## config.mk

```make
export PLATFORM = sky130hd
export DESIGN_NAME = sseg_scan_capture
export DESIGN_NICKNAME = d
export VERILOG_FILES = /design/src/rtl/sseg_scan_capture.sv
export SDC_FILE = /design/constraint.sdc
export NUM_CORES = 1
export LEC_CHECK = 0
export BUFFER_PORTS_ARGS = -buffer_cell sky130_fd_sc_hd__buf_2
export CORE_MARGIN = 2
export CORE_UTILIZATION = 50
export DETAILED_ROUTE_END_ITERATION = 7
export PLACE_DENSITY = 0.74
export SYNTH_ARGS = -nofsm -noshare
export SYNTH_HDL_FRONTEND = slang
export SYNTH_SLANG_ARGS = --single-unit
```

## constraint.sdc

```tcl
create_clock -name clk -period 1.9 [get_ports clk]
set_clock_uncertainty 0.1 [all_clocks]
set_input_delay 0.095 -clock clk [delete_from_list [all_inputs] [get_ports clk]]
set_output_delay 0.095 -clock clk [all_outputs]
set_load 0.005 [all_outputs]
```

## src/rtl/sseg_scan_capture.sv

```systemverilog
// sseg_scan_capture
//   Receive-side monitor for a time-multiplexed 7-segment bus. It rebuilds
//   the four per-digit segment patterns from the shared anode/segment lines,
//   filters out transients, flags illegal anode patterns, reports frame
//   completion and reports a scan that has stopped.
//
// Ports:
//   clk        in   system clock
//   reset      in   synchronous, active-high reset
//   an[3:0]    in   anode enables, active-low, one digit low at a time
//   sseg[7:0]  in   segment bus, active-low, bit 7 = decimal point
//   clear      in   synchronous clear of capture status
//   out0..3    out  last captured pattern of digit 0..3
//   dig_valid  out  digit k captured since reset/clear/timeout
//   frame_done out  one-cycle pulse when all four digits were captured
//   an_err     out  one-cycle pulse on a stable anode pattern with >1 low
//   stale      out  no capture for 2^TIMEOUT_W-1 cycles
module sseg_scan_capture #(
    parameter int unsigned SETTLE    = 4,
    parameter int unsigned TIMEOUT_W = 20
) (
    input  logic       clk,
    input  logic       reset,
    input  logic [3:0] an,
    input  logic [7:0] sseg,
    input  logic       clear,
    output logic [7:0] out0,
    output logic [7:0] out1,
    output logic [7:0] out2,
    output logic [7:0] out3,
    output logic [3:0] dig_valid,
    output logic       frame_done,
    output logic       an_err,
    output logic       stale
);

    localparam logic [3:0]           SETTLE_C = 4'(SETTLE);
    localparam logic [3:0]           SETTLE_P = 4'(SETTLE - 1);
    localparam logic [TIMEOUT_W-1:0] IDLE_MAX = '1;
    localparam logic [TIMEOUT_W-1:0] IDLE_PRE = IDLE_MAX - TIMEOUT_W'(1);

    logic [3:0]           samp_an;
    logic [7:0]           samp_sseg;
    logic [3:0]           stab_cnt;
    logic                 cap;
    logic [TIMEOUT_W-1:0] idle;
    logic [3:0]           seen;
    logic [7:0]           digs [4];

    logic                 hit_valid;
    logic                 hit_err;
    logic [1:0]           hit_idx;
    logic [3:0]           seen_next;

    // Sample register and stability filter. cap is a one-cycle strobe that
    // is raised on the edge where the counter reaches SETTLE, so the capture
    // acts on the following edge using the still-held sample register.
    always_ff @(posedge clk) begin
        samp_an   <= an;
        samp_sseg <= sseg;
        if (reset) begin
            stab_cnt <= '0;
            cap      <= 1'b0;
        end else if ({an, sseg} != {samp_an, samp_sseg}) begin
            stab_cnt <= '0;
            cap      <= 1'b0;
        end else begin
            if (stab_cnt != SETTLE_C)
                stab_cnt <= stab_cnt + 4'd1;
            cap <= (stab_cnt == SETTLE_P);
        end
    end

    // Classify the captured anode pattern.
    always_comb begin
        hit_valid = 1'b0;
        hit_err   = 1'b0;
        hit_idx   = 2'd0;
        if (cap) begin
            case (samp_an)
                4'b1110: begin hit_valid = 1'b1; hit_idx = 2'd0; end
                4'b1101: begin hit_valid = 1'b1; hit_idx = 2'd1; end
                4'b1011: begin hit_valid = 1'b1; hit_idx = 2'd2; end
                4'b0111: begin hit_valid = 1'b1; hit_idx = 2'd3; end
                4'b1111: ;
                default: hit_err = 1'b1;
            endcase
        end
        seen_next = seen | (4'b0001 << hit_idx);
    end

    always_ff @(posedge clk) begin
        if (reset) begin
            for (int unsigned i = 0; i < 4; i++)
                digs[i] <= 8'hFF;
            dig_valid  <= '0;
            seen       <= '0;
            frame_done <= 1'b0;
            an_err     <= 1'b0;
            stale      <= 1'b0;
            idle       <= '0;
        end else begin
            frame_done <= 1'b0;
            an_err     <= hit_err;
            // The pattern register updates even when clear discards the
            // status side effects of the same capture.
            if (hit_valid)
                digs[hit_idx] <= samp_sseg;
            if (clear) begin
                dig_valid <= '0;
                seen      <= '0;
                stale     <= 1'b0;
                idle      <= '0;
            end else begin
                if (hit_valid || hit_err)
                    idle <= '0;
                else if (idle != IDLE_MAX)
                    idle <= idle + TIMEOUT_W'(1);

                if (hit_valid) begin
                    dig_valid[hit_idx] <= 1'b1;
                    stale              <= 1'b0;
                    if (seen_next == 4'b1111) begin
                        frame_done <= 1'b1;
                        seen       <= '0;
                    end else begin
                        seen <= seen_next;
                    end
                end else if (!hit_err && idle == IDLE_PRE) begin
                    stale     <= 1'b1;
                    dig_valid <= '0;
                    seen      <= '0;
                end
            end
        end
    end

    assign out0 = digs[0];
    assign out1 = digs[1];
    assign out2 = digs[2];
    assign out3 = digs[3];

endmodule

```

**Word level (Yosys, flattened, before mapping)**

Memories as Yosys holds them, arrays and structs flattened.
Index checks and enable logic that the tools add are counted.

- Reduce and logical (&&, ||, !) cells: 13
- Order comparisons: 2
- $add $sub $neg: 2
- Mux-type cells: 21
- Bitwise operators: 3
- Equal/unequal tests: 11
- Shifts and indexed selects: 1

Operators by type and width:

| cell | number |
|---|---|
| $add 20x1->20 const B | 1 |
| $eq 20x20->1 const B | 1 |
| $eq 4x4->1 const B | 5 |
| $ne 20x20->1 const B | 1 |
| $mux 4 | 4 |
| $mux 1 | 12 |
| $ne 12x12->1 | 1 |
| $reduce_or 3->1 | 3 |
| $mux 8 | 1 |
| $or 4x4->4 | 2 |
| $reduce_or 8->1 | 1 |
| $pmux 2 s3 | 1 |
| $reduce_or 5->1 | 1 |
| $add 4x1->4 const B | 1 |
| $eq 4x2->1 const B | 1 |
| $eq 4x3->1 const B | 1 |
| $mux 2 | 2 |
| $ne 4x3->1 const B | 1 |
| $reduce_or 2->1 | 2 |
| $reduce_or 4->1 | 1 |
| $shl 1x2->4 const A | 1 |
| $lt 2x3->1 const B | 1 |
| $demux 1 s2 | 1 |
| $ge 2x1->1 const B | 1 |
| 5 further kinds | 6 |

- Register bits after elaboration: 48
- Memories: 1
- Output and inout port bits: 39
- RAM bits: 32
- Input port bits: 15
- Logic and storage cells: 64

Memories:

| memory | words | width | rd ports | clocked after Yosys merged registers in | write ports | line | RTL |
|---|---|---|---|---|---|---|---|
| digs | 4 | 8 | 4 | 0 | 4 | 48 | `logic [7:0] digs [4];` |

**Logic depth before layout (Yosys ltp)**

Gate-level depths: netlist (run 1).

- Depth after elaboration: 9
- Depth in mapped cells: 7

**Worst setup path before layout (run 1)**

No wires, ideal clock.

- Kind: register to register
- Start point: register samp_an[0]
- End point: memory digs[2][2], data pin
- Buffers on the path: 2
- Setup time: 259 ps
- Stages on the path, launching flop included: 8
- Arrival time: 1506 ps
- Data required time: 1541 ps
- Slack: 35 ps
- Cell sequence: dfxtp_1 > clkbuf_1 > nand2_1 > o211ai_1 > and3b_1 > buf_2 > nand2_1 > or2_1

RTL lines:

| item | line | RTL |
|---|---|---|
| start, declared | 42 | `logic [3:0] samp_an;` |
| start signal, assigned | 59 | `samp_an <= an;` |
| end, declared | 48 |  |

**Worst setup path in the final report (run 1)**

- Start point: input sseg[6]
- End point: register cap

- Cells in the longest elaborated chain, start to end: 2

RTL lines:

| item | line | RTL |
|---|---|---|
| start, declared | 25 | `input logic [7:0] sseg,` |
| $ne 12x12->1 | 64 | `end else if ({an, sseg} != {samp_an, samp_sseg}) begin` |
| $reduce_or 2->1 (no source line) | - |  |
| end signal, assigned | 70 | `cap <= (stab_cnt == SETTLE_P);` |
| end, declared | 45 | `logic cap;` |

No other way between the ends.
A chain may end at the register's enable or synchronous reset.

==> results.cfg, run 1 <==
[outcome]
status = complete, no violations

[final_layout]
final_cell_area_mm2 = 0.00416
final_common_cell = buf_2
diodes = 0
drive_above_1_share_pct = 26.8
syn_to_final_growth_pct = 23.9
nets = 413
fillers = 512
final_cell_mix = 53 x buf_2, 45 x dfxtp_1, 36 x nor2_1, 32 x edfxtp_1, 18 x buf_4

[worst_setup_path]
worstSetupPathType = in2reg
reg2regPathDepth = 6
r2r_setup_slack_ps = 80
r2r-end = digs[1][1]
path_depth = 7
critical_path.max_fanout = 2
crit_family = simple AND/OR/NAND/NOR gates
critPathArrivalTime_ps = 2000
path_buf_inv = 2
cp-start-kind = input pin
path_cells = dlygate4sd3_1, buf_2, xor2_1, nor4_2, nand4_1, or4_4, nor4b_2
endpoint_kind = flip-flop
max_stage_delay_ps = 530
r2r_start = samp_an[2]
crit_slowest_cell = dlygate4sd3_1
cp.required_ps = 2060

[power_and_ir_drop]
p_sw_w = 0.000696
p_int_w = 0.00241
irDropWorstVdd_v = 0.000435
power_density_mw_per_mm2 = 745
pwr-share-seq_pct = 59.4
p_leak_nw = 1.48
power.share.clock_pct = 35.2
swShare_pct = 22.4
combPwrFrac_pct = 5.4

[routing]
met2WireLength_um = 3090
drc = 0
drt_wl_total_um = 6680
vias_per_cell = 5.37
drt_iter0_markers = 90
vias = 2557
routed-wl-met3_um = 317
drt-pass1-iter-count = 4
wl_per_cell_um = 14.0
highest_layer = met4
final_antenna_net_count = 0
met1_length_um = 3140

[clock_network]
cts_root_buf = clkbuf_8
clkTransAtPathRegs_ps = 70
clk-insertion-delay-late_ps = 350
cts_buffers = 9
cts_tree = built
clockBufferDepth = 2
cts_max_level = 3
clock-sinks = 80

[floorplan]
core-area_mm2 = 0.00642
die_area_mm2 = 0.00739
start_util_pct = 52.3
std_cell_rows = 29
io_pins = 54
die_y_um = 86.0
die_w_um = 86.0

[logic_synthesis]
synth_flop_cell = dfxtp_1
synth_top_area_share_pct = 28.6
ys_ff_latch = 80
async_flop_share_pct = 0
syn_inst = 309
synth_edf_count = 32
yosys-top-cells-area = dfxtp_1 29%, edfxtp_1 29%, nor2_1 4.1%
synth_top_area_cell = dfxtp_1
synth_area_mm2 = 0.00336
synth_nets = 328
ys_warn_count = 0
synth_seq_area_share_pct = 57.2
avgSynthCellArea_um2 = 10.9
synth_cell_types = 51

[flow_run]
maxCapViolCount = 0

[timing]
grt_setup_unrepaired = true
final-setup-viol-count = 0
final.setup.tns_ps = 0
max_freq_ghz = 0.544
final_max_slew_viol_count = 0
final-hold-violation-count = 0
worst_pin_slew_ps = 356
relSlewSlack_pct = 76.2
fin_crit_ps = 1840
period_share_pct = 96.8
whs_ps = 279

[grt]
grt_util_all_layers_pct = 19.4
grt_max_degree = 19
overflow = 0
grt_pass1_wl_um = 11200
antenna_found_initial = 0
grt_pass1_vias = 2371

[placement]
port_buffers = 53
hpwl_um = 4800
place_congestion = 0.794
post_dp_cell_area_mm2 = 0.00382

[min_path]
hold_class = in2reg
holdPathStages = 6
hp-start = sseg[1]
min_to = cap
[Yosys cell counts (all sizes together) (2+ instances only)]
cell type / n
dfxtp: 48
nor2: 38
edfxtp: 32
or2: 19
xnor2: 15
nand3: 14
nand2: 13
xor2: 13
nand2b: 11
nand4: 10
or3: 9
a21oi: 8
clkbuf: 8
and3: 7
nor3: 6
buf: 5
inv: 5
a211oi: 4
ha: 4
o2111ai: 4
o211ai: 4
o21ai: 4
and4: 3
mux2i: 3
and2: 2
nand4b: 2
nor4: 2
o21a: 2
or4: 2
[power groups by stage]
| stage | Sequential (W) | Combinational (W) | Clock (W) |
|---|---|---|---|
| 2_1_floorplan | 0.00187 | 0.0000762 | 0 |
| 3_3_place_gp | 0.00188 | 0.000141 | 0 |
| 3_5_place_dp | 0.00188 | 0.000144 | 0 |
| 4_1_cts | 0.00184 | 0.000166 | 0.00113 |
| 5_1_grt | 0.00185 | 0.000183 | 0.00119 |
| 6_report | 0.00184 | 0.000168 | 0.00109 |
[cell families after synthesis]
logic type	count (synthesis)	share of synthesized area, %
adders and majority gates	4	1.49
muxes	3	0.894
and+or+nand+nor	142	23.5
buffers and inverters	18	2.27
DFF	80	57.2
AOI/OAI and AO/OA	34	7.27
xor gates and xnor gates	28	7.30
[through the flow]
| stage | instances | setup WS (ps) | util (%) | total power (W) |
|---|---|---|---|---|
| 3_3_place_gp | 445 | 71.9 | 59.4 | 0.00202 |
| 6_report | 476 | 60.7 | 64.8 | 0.00310 |
| 4_1_cts | 475 | 16.4 | 64.3 | 0.00313 |
| 5_1_grt | 476 | -44.9 | 64.8 | 0.00322 |
| 3_5_place_dp | 445 | 14.3 | 59.4 | 0.00203 |
| 2_1_floorplan | 309 | 35.2 | - | 0.00195 |
[sequential cells by signal (all words and copies together) (netlist names)]
signal	cells
idle	20
frame_done	1
samp_an	4
stale	1
digs	32
an_err	1
samp_sseg	8
stab_cnt	4
seen	4
dig_valid	4
cap	1
[how the worst max path moves through the flow]
stage | start | to | slack, ps
3_3_place_gp | samp_an[1] | seen[1] | 70
4_1_cts | sseg[7] | cap | 20
3_5_place_dp | samp_an[1] | dig_valid[2] | 10
5_1_grt | samp_an[2] | digs[1][0] | -40
6_report | sseg[6] | cap | 60
2_1_floorplan | samp_an[0] | digs[2][2] | 40
[metal layers]
| layer | global-route usage, % | vias to the layer above |
|---|---|---|
| met5 | 0 | - |
| met3 | 5.10 | 14 |
| li1 | - | 1269 |
| met2 | 29.5 | 64 |
| met4 | 9.38 | 0 |
| met1 | 25.9 | 1210 |
[layout make-up]
cell class | count | area (µm²) | share of cell area (%)
clock inverters | 5 | 32.5 | 0.782
flip-flops and latches | 80 | 1930 | 46.3
well taps | 77 | 96.3 | 2.32
clock buffers | 11 | 141 | 3.40
repair buffers | 87 | 572 | 13.7
inverters | 5 | 18.8 | 0.451
multi-input cells | 211 | 1380 | 33.0
[timing repair]
item / CTS / global route
gates resized for setup: 1 / 7
hold endpoints to repair: 17 / 0
setup buffers: 0 / 1
pin swaps: 0 / 4
setup endpoints to repair: 1 / 33
hold buffers: 14 / 0
[worst register-to-register path, delay by kind of cell (launching register included)]
family                    cells  cell delay, ps
DFF                           1             320
AOI/OAI and AO/OA             1             210
buffers and inverters         1             180
and+or+nand+nor               3             640
xor gates and xnor gates      1             130
No activity file was read; power rests on OpenSTA's default activity.
==> run 2, diff against run 1 <==
Settings changed: CORE_ASPECT_RATIO set to 1.2.
==> results.cfg, run 2 (synthesis gave the netlist of run 1 again) <==
[grt]
overflow = 0
grt_pass1_vias = 2398
grt_pass1_wl_um = 10900
antenna_found_initial = 0
grt_max_degree = 21
grt_util_all_layers_pct = 19.3

[min_path]
hp-start = sseg[1]
hold_class = in2reg
holdPathStages = 6
min_to = cap

[outcome]
status = complete, no violations

[clock_network]
cts_buffers = 9
clock-sinks = 80
clkTransAtPathRegs_ps = 80
cts_tree = built
clk-insertion-delay-late_ps = 340
clockBufferDepth = 2
postCtsSetupBuffers = 0
cts_root_buf = clkbuf_8
cts_max_level = 3

[worst_setup_path]
r2r_start = samp_an[2]
worstSetupPathType = in2reg
r2r-end = digs[0][1]
path_cells = dlygate4sd3_1, buf_2, xor2_1, nor4_2, nand4_1, or4_4, nor4b_2
max_stage_delay_ps = 530
critPathArrivalTime_ps = 1970
endpoint_kind = flip-flop
critical_path.max_fanout = 2
crit_slowest_cell = dlygate4sd3_1
cp-start-kind = input pin
reg2regPathDepth = 5
cp.required_ps = 2060
startpoint = sseg[6]
r2r_setup_slack_ps = 100

[timing]
grt_setup_unrepaired = true
relSlewSlack_pct = 77.1
max_freq_ghz = 0.552
worst_pin_slew_ps = 344
final_max_slew_viol_count = 0
postLayoutSetupSlackWorst_ps = 87.5
final-hold-violation-count = 0
fin_crit_ps = 1810
period_share_pct = 95.4
final-setup-viol-count = 0

[final_layout]
final_cell_mix = 53 x buf_2, 44 x dfxtp_1, 37 x nor2_1, 32 x edfxtp_1, 17 x buf_4
finalNonFillerCells = 483
regArea_mm2 = 0.00193
largest_reg_flops = 32
final_cell_area_mm2 = 0.00419
fillers = 494
final_common_cell = buf_2
drive_above_1_share_pct = 27.1
multiInputGateArea_mm2 = 0.00138
regMostFlops = digs
top_regs = digs (32), idle (20), samp_sseg (8)
nets = 412
syn_to_final_growth_pct = 24.9
diodes = 0

[power_and_ir_drop]
power_density_mw_per_mm2 = 771
p_leak_nw = 1.49
irDropWorstVdd_v = 0.000417

[floorplan]
die_area_mm2 = 0.00739
core-area_mm2 = 0.00645
io_pins = 54
die_y_um = 93.8
std_cell_rows = 32
start_util_pct = 52.1
die_w_um = 78.8

[routing]
drc = 0
vias_per_cell = 5.22
drt_iter0_markers = 96
wl_per_cell_um = 13.5
final_antenna_net_count = 0
drt_wl_total_um = 6530
drt-pass1-iter-count = 5
vias = 2522

[flow_run]
maxCapViolCount = 0

[placement]
port_buffers = 53
dp_cells = 453
pre_cts_ws_ps = 5.24
place_congestion = 0.789
hpwl_um = 4600
post_dp_cell_area_mm2 = 0.00383
-- run 2: worst max path at each step --
stage	to	cells past startpoint
finish	cap	7
global route	digs[2][5]	6
CTS	stab_cnt[0]	6
detailed placement	seen[1]	5
global placement	seen[1]	5
floorplan	digs[2][2]	7
-- run 2: what timing repair did --
item | 4_1_cts | 5_1_grt
setup endpoints to repair | 2 | 33
resized for setup | 2 | 9
hold endpoints to repair | 17 | 0
hold buffers | 14 | 0
gates cloned | 0 | 0
pin swaps | 0 | 5
-- run 2: where the power goes --
group / switching, W / total [W] / internal (W) / leakage [nW]
Sequential: 0.0000341 / 0.00185 / 0.00181 / 0.666
Clock: 0.000584 / 0.00123 / 0.000641 / 0.0974
Combinational: 0.0000764 / 0.000162 / 0.0000855 / 0.728
-- run 2: area by class of cell --
class	instances	share of cell area, %
Clock buffer	11	3.37
Timing Repair Buffer	86	13.5
Clock inverter	5	1.31
Multi-Input combinational cell	211	32.9
Tap cell	85	2.54
Sequential cell	80	45.9
Inverter	5	0.447
-- run 2: through the flow --
step | TNS [ps] | power [W] | util [%] | hold slack, ps
after detailed placement | 0 | 0.00202 | 59.4 | 124
after global placement | 0 | 0.00202 | 59.4 | 122
after global routing | -115 | 0.00335 | 65.1 | 300
after CTS | 0 | 0.00326 | 64.6 | 256
final | 0 | 0.00324 | 65.1 | 289
after floorplan | 0 | 0.00195 | - | 22.7
-- run 2: layer usage --
metal / global-route usage (%) / share of wire [%]
met4: 9.63 / 3.2
met3: 5.29 / 5.4
met2: 32.5 / 48
met1: 22.6 / 44
met5: 0 / 0
-- run 2: worst max-delay path, delay by kind of cell --
kind                   cells  cell delay [ps]
AND/OR/NAND/NOR            4             1060
buffers and inverters      2              670
XOR/XNOR                   1              150
==> run 3, diff against run 2 <==
Clock period 1.9 ns to 1.5 ns, I/O delays scaled along.
==> results.cfg, run 3 (synthesis gave the netlist of run 1 again) <==
[final_layout]
top_regs = digs (32), idle (20), samp_sseg (8)
drive_above_1_share_pct = 52.5
final_cell_area_mm2 = 0.00519
largest_reg_flops = 32
final_cell_mix = 60 x buf_4, 53 x buf_2, 32 x edfxtp_1, 27 x dfxtp_1, 25 x nor2_1
diodes = 0
regMostFlops = digs
final_common_cell = buf_4
syn_to_final_growth_pct = 54.5
nets = 473

[worst_setup_path]
reg2regPathDepth = 6
cp.required_ps = 1680
endpoint_kind = flip-flop
critical_path.max_fanout = 8
cp-start-kind = flip-flop
r2r_start = samp_an[2]
worstSetupPathType = reg2reg
critPathArrivalTime_ps = 2000
r2r_setup_slack_ps = -330
r2r-end = seen[1]

[placement]
hpwl_um = 5160
place_congestion = 0.811
port_buffers = 53
post_dp_cell_area_mm2 = 0.00435

[routing]
final_antenna_net_count = 0
vias = 2880
drc = 0
vias_per_cell = 5.29
drt_wl_total_um = 9140
drt-pass1-iter-count = 4
drt_iter0_markers = 114
wl_per_cell_um = 16.8

[grt]
grt_pass1_vias = 2933
grt_max_degree = 15
antenna_found_initial = 0
grt_pass1_wl_um = 14200
grt_util_all_layers_pct = 25.2
overflow = 0

[min_path]
holdPathStages = 2
hold_class = in2reg
hp-start = reset
min_to = digs[0][0]

[clock_network]
cts_max_level = 3
clkTransAtPathRegs_ps = 90
cts_root_buf = clkbuf_8
cts_tree = built
clock-sinks = 80
clk-insertion-delay-late_ps = 370
clockBufferDepth = 2
cts_buffers = 9

[timing]
worst_pin_slew_ps = 302
relSlewSlack_pct = 79.9
final-setup-viol-count = 91
fin_crit_ps = 1830
grt_setup_unrepaired = true
period_share_pct = 122
postLayoutSetupSlackWorst_ps = -326
max_freq_ghz = 0.548
final-hold-violation-count = 0
final_max_slew_viol_count = 0
whs_ps = 50.6

[floorplan]
die_w_um = 78.8
core-area_mm2 = 0.00645
die_y_um = 93.8
io_pins = 54
std_cell_rows = 32
die_area_mm2 = 0.00739
start_util_pct = 52.1

[flow_run]
maxCapViolCount = 0

[outcome]
status = finished, violations left
violations = negative setup slack

[power_and_ir_drop]
irDropWorstVdd_v = 0.000626
totalPowerFinal_w = 0.00427
power_density_mw_per_mm2 = 823
p_leak_nw = 1.98
[run 3: where the power goes]
part	switching, W	internal [W]	leakage, nW
registers	0.0000315	0.00229	0.676
clock network	0.000844	0.000753	0.0971
logic	0.000159	0.000191	1.20
total	0.00103	0.00324	1.98
[run 3: what timing repair did]
item,CTS,global route
hold buffers,13,0
buffers inserted,10,2
resized for setup,50,42
cloned,3,0
endpoints found under the setup margin,99,99
pin swaps,28,24
hold endpoints to repair,14,0
[run 3: stage by stage]
stage	std cells	util [%]	TNS, ps	setup WS, ps
finish	544	80.5	-18460	-326
global route	544	80.5	-22910	-375
CTS	543	77.6	-11320	-242
detailed placement	501	67.4	-17100	-310
global placement	501	67.4	-14680	-270
floorplan	309	-	-5420	-240
[run 3: worst max-delay path, stage by stage (launching register included)]
cell and delay [ps]:
dfxtp_4 370, buf_12 140, buf_6 110, a2111o_1 470
o211a_1 160, o31a_1 240, a211oi_1 160
[run 3: routing by layer]
layer  vias to the layer above  GRT usage (%)  part of all wire, %
met1                      1365           29.2                   41
li1                       1393              -                    -
met2                        94           43.4                   51
met4                         0           11.8                  2.9
met5                         -              0                    0
met3                        28           6.54                  5.0
[run 3: final cells by class]
cell class / instances / area, µm²
flip-flops and latches: 80 / 1960
multi-input cells: 212 / 1750
fillers: 351 / 1260
repair buffers: 146 / 1150
clock buffers: 11 / 163
well taps: 85 / 106
clock inverters: 5 / 37.5
inverters: 5 / 18.8
[run 3: worst max-delay path by stage]
stage                            start      endpoint  slack (ps)  cells after the start
after global routing          idle[13]  dig_valid[2]        -370                      6
after floorplan           samp_sseg[6]           cap        -240                      5
final                       samp_an[2]       seen[1]        -330                      6
after detailed placement    samp_an[2]           cap        -310                      5
after CTS                   samp_an[1]       seen[1]        -240                      6
after global placement      samp_an[2]   stab_cnt[1]        -270                      6
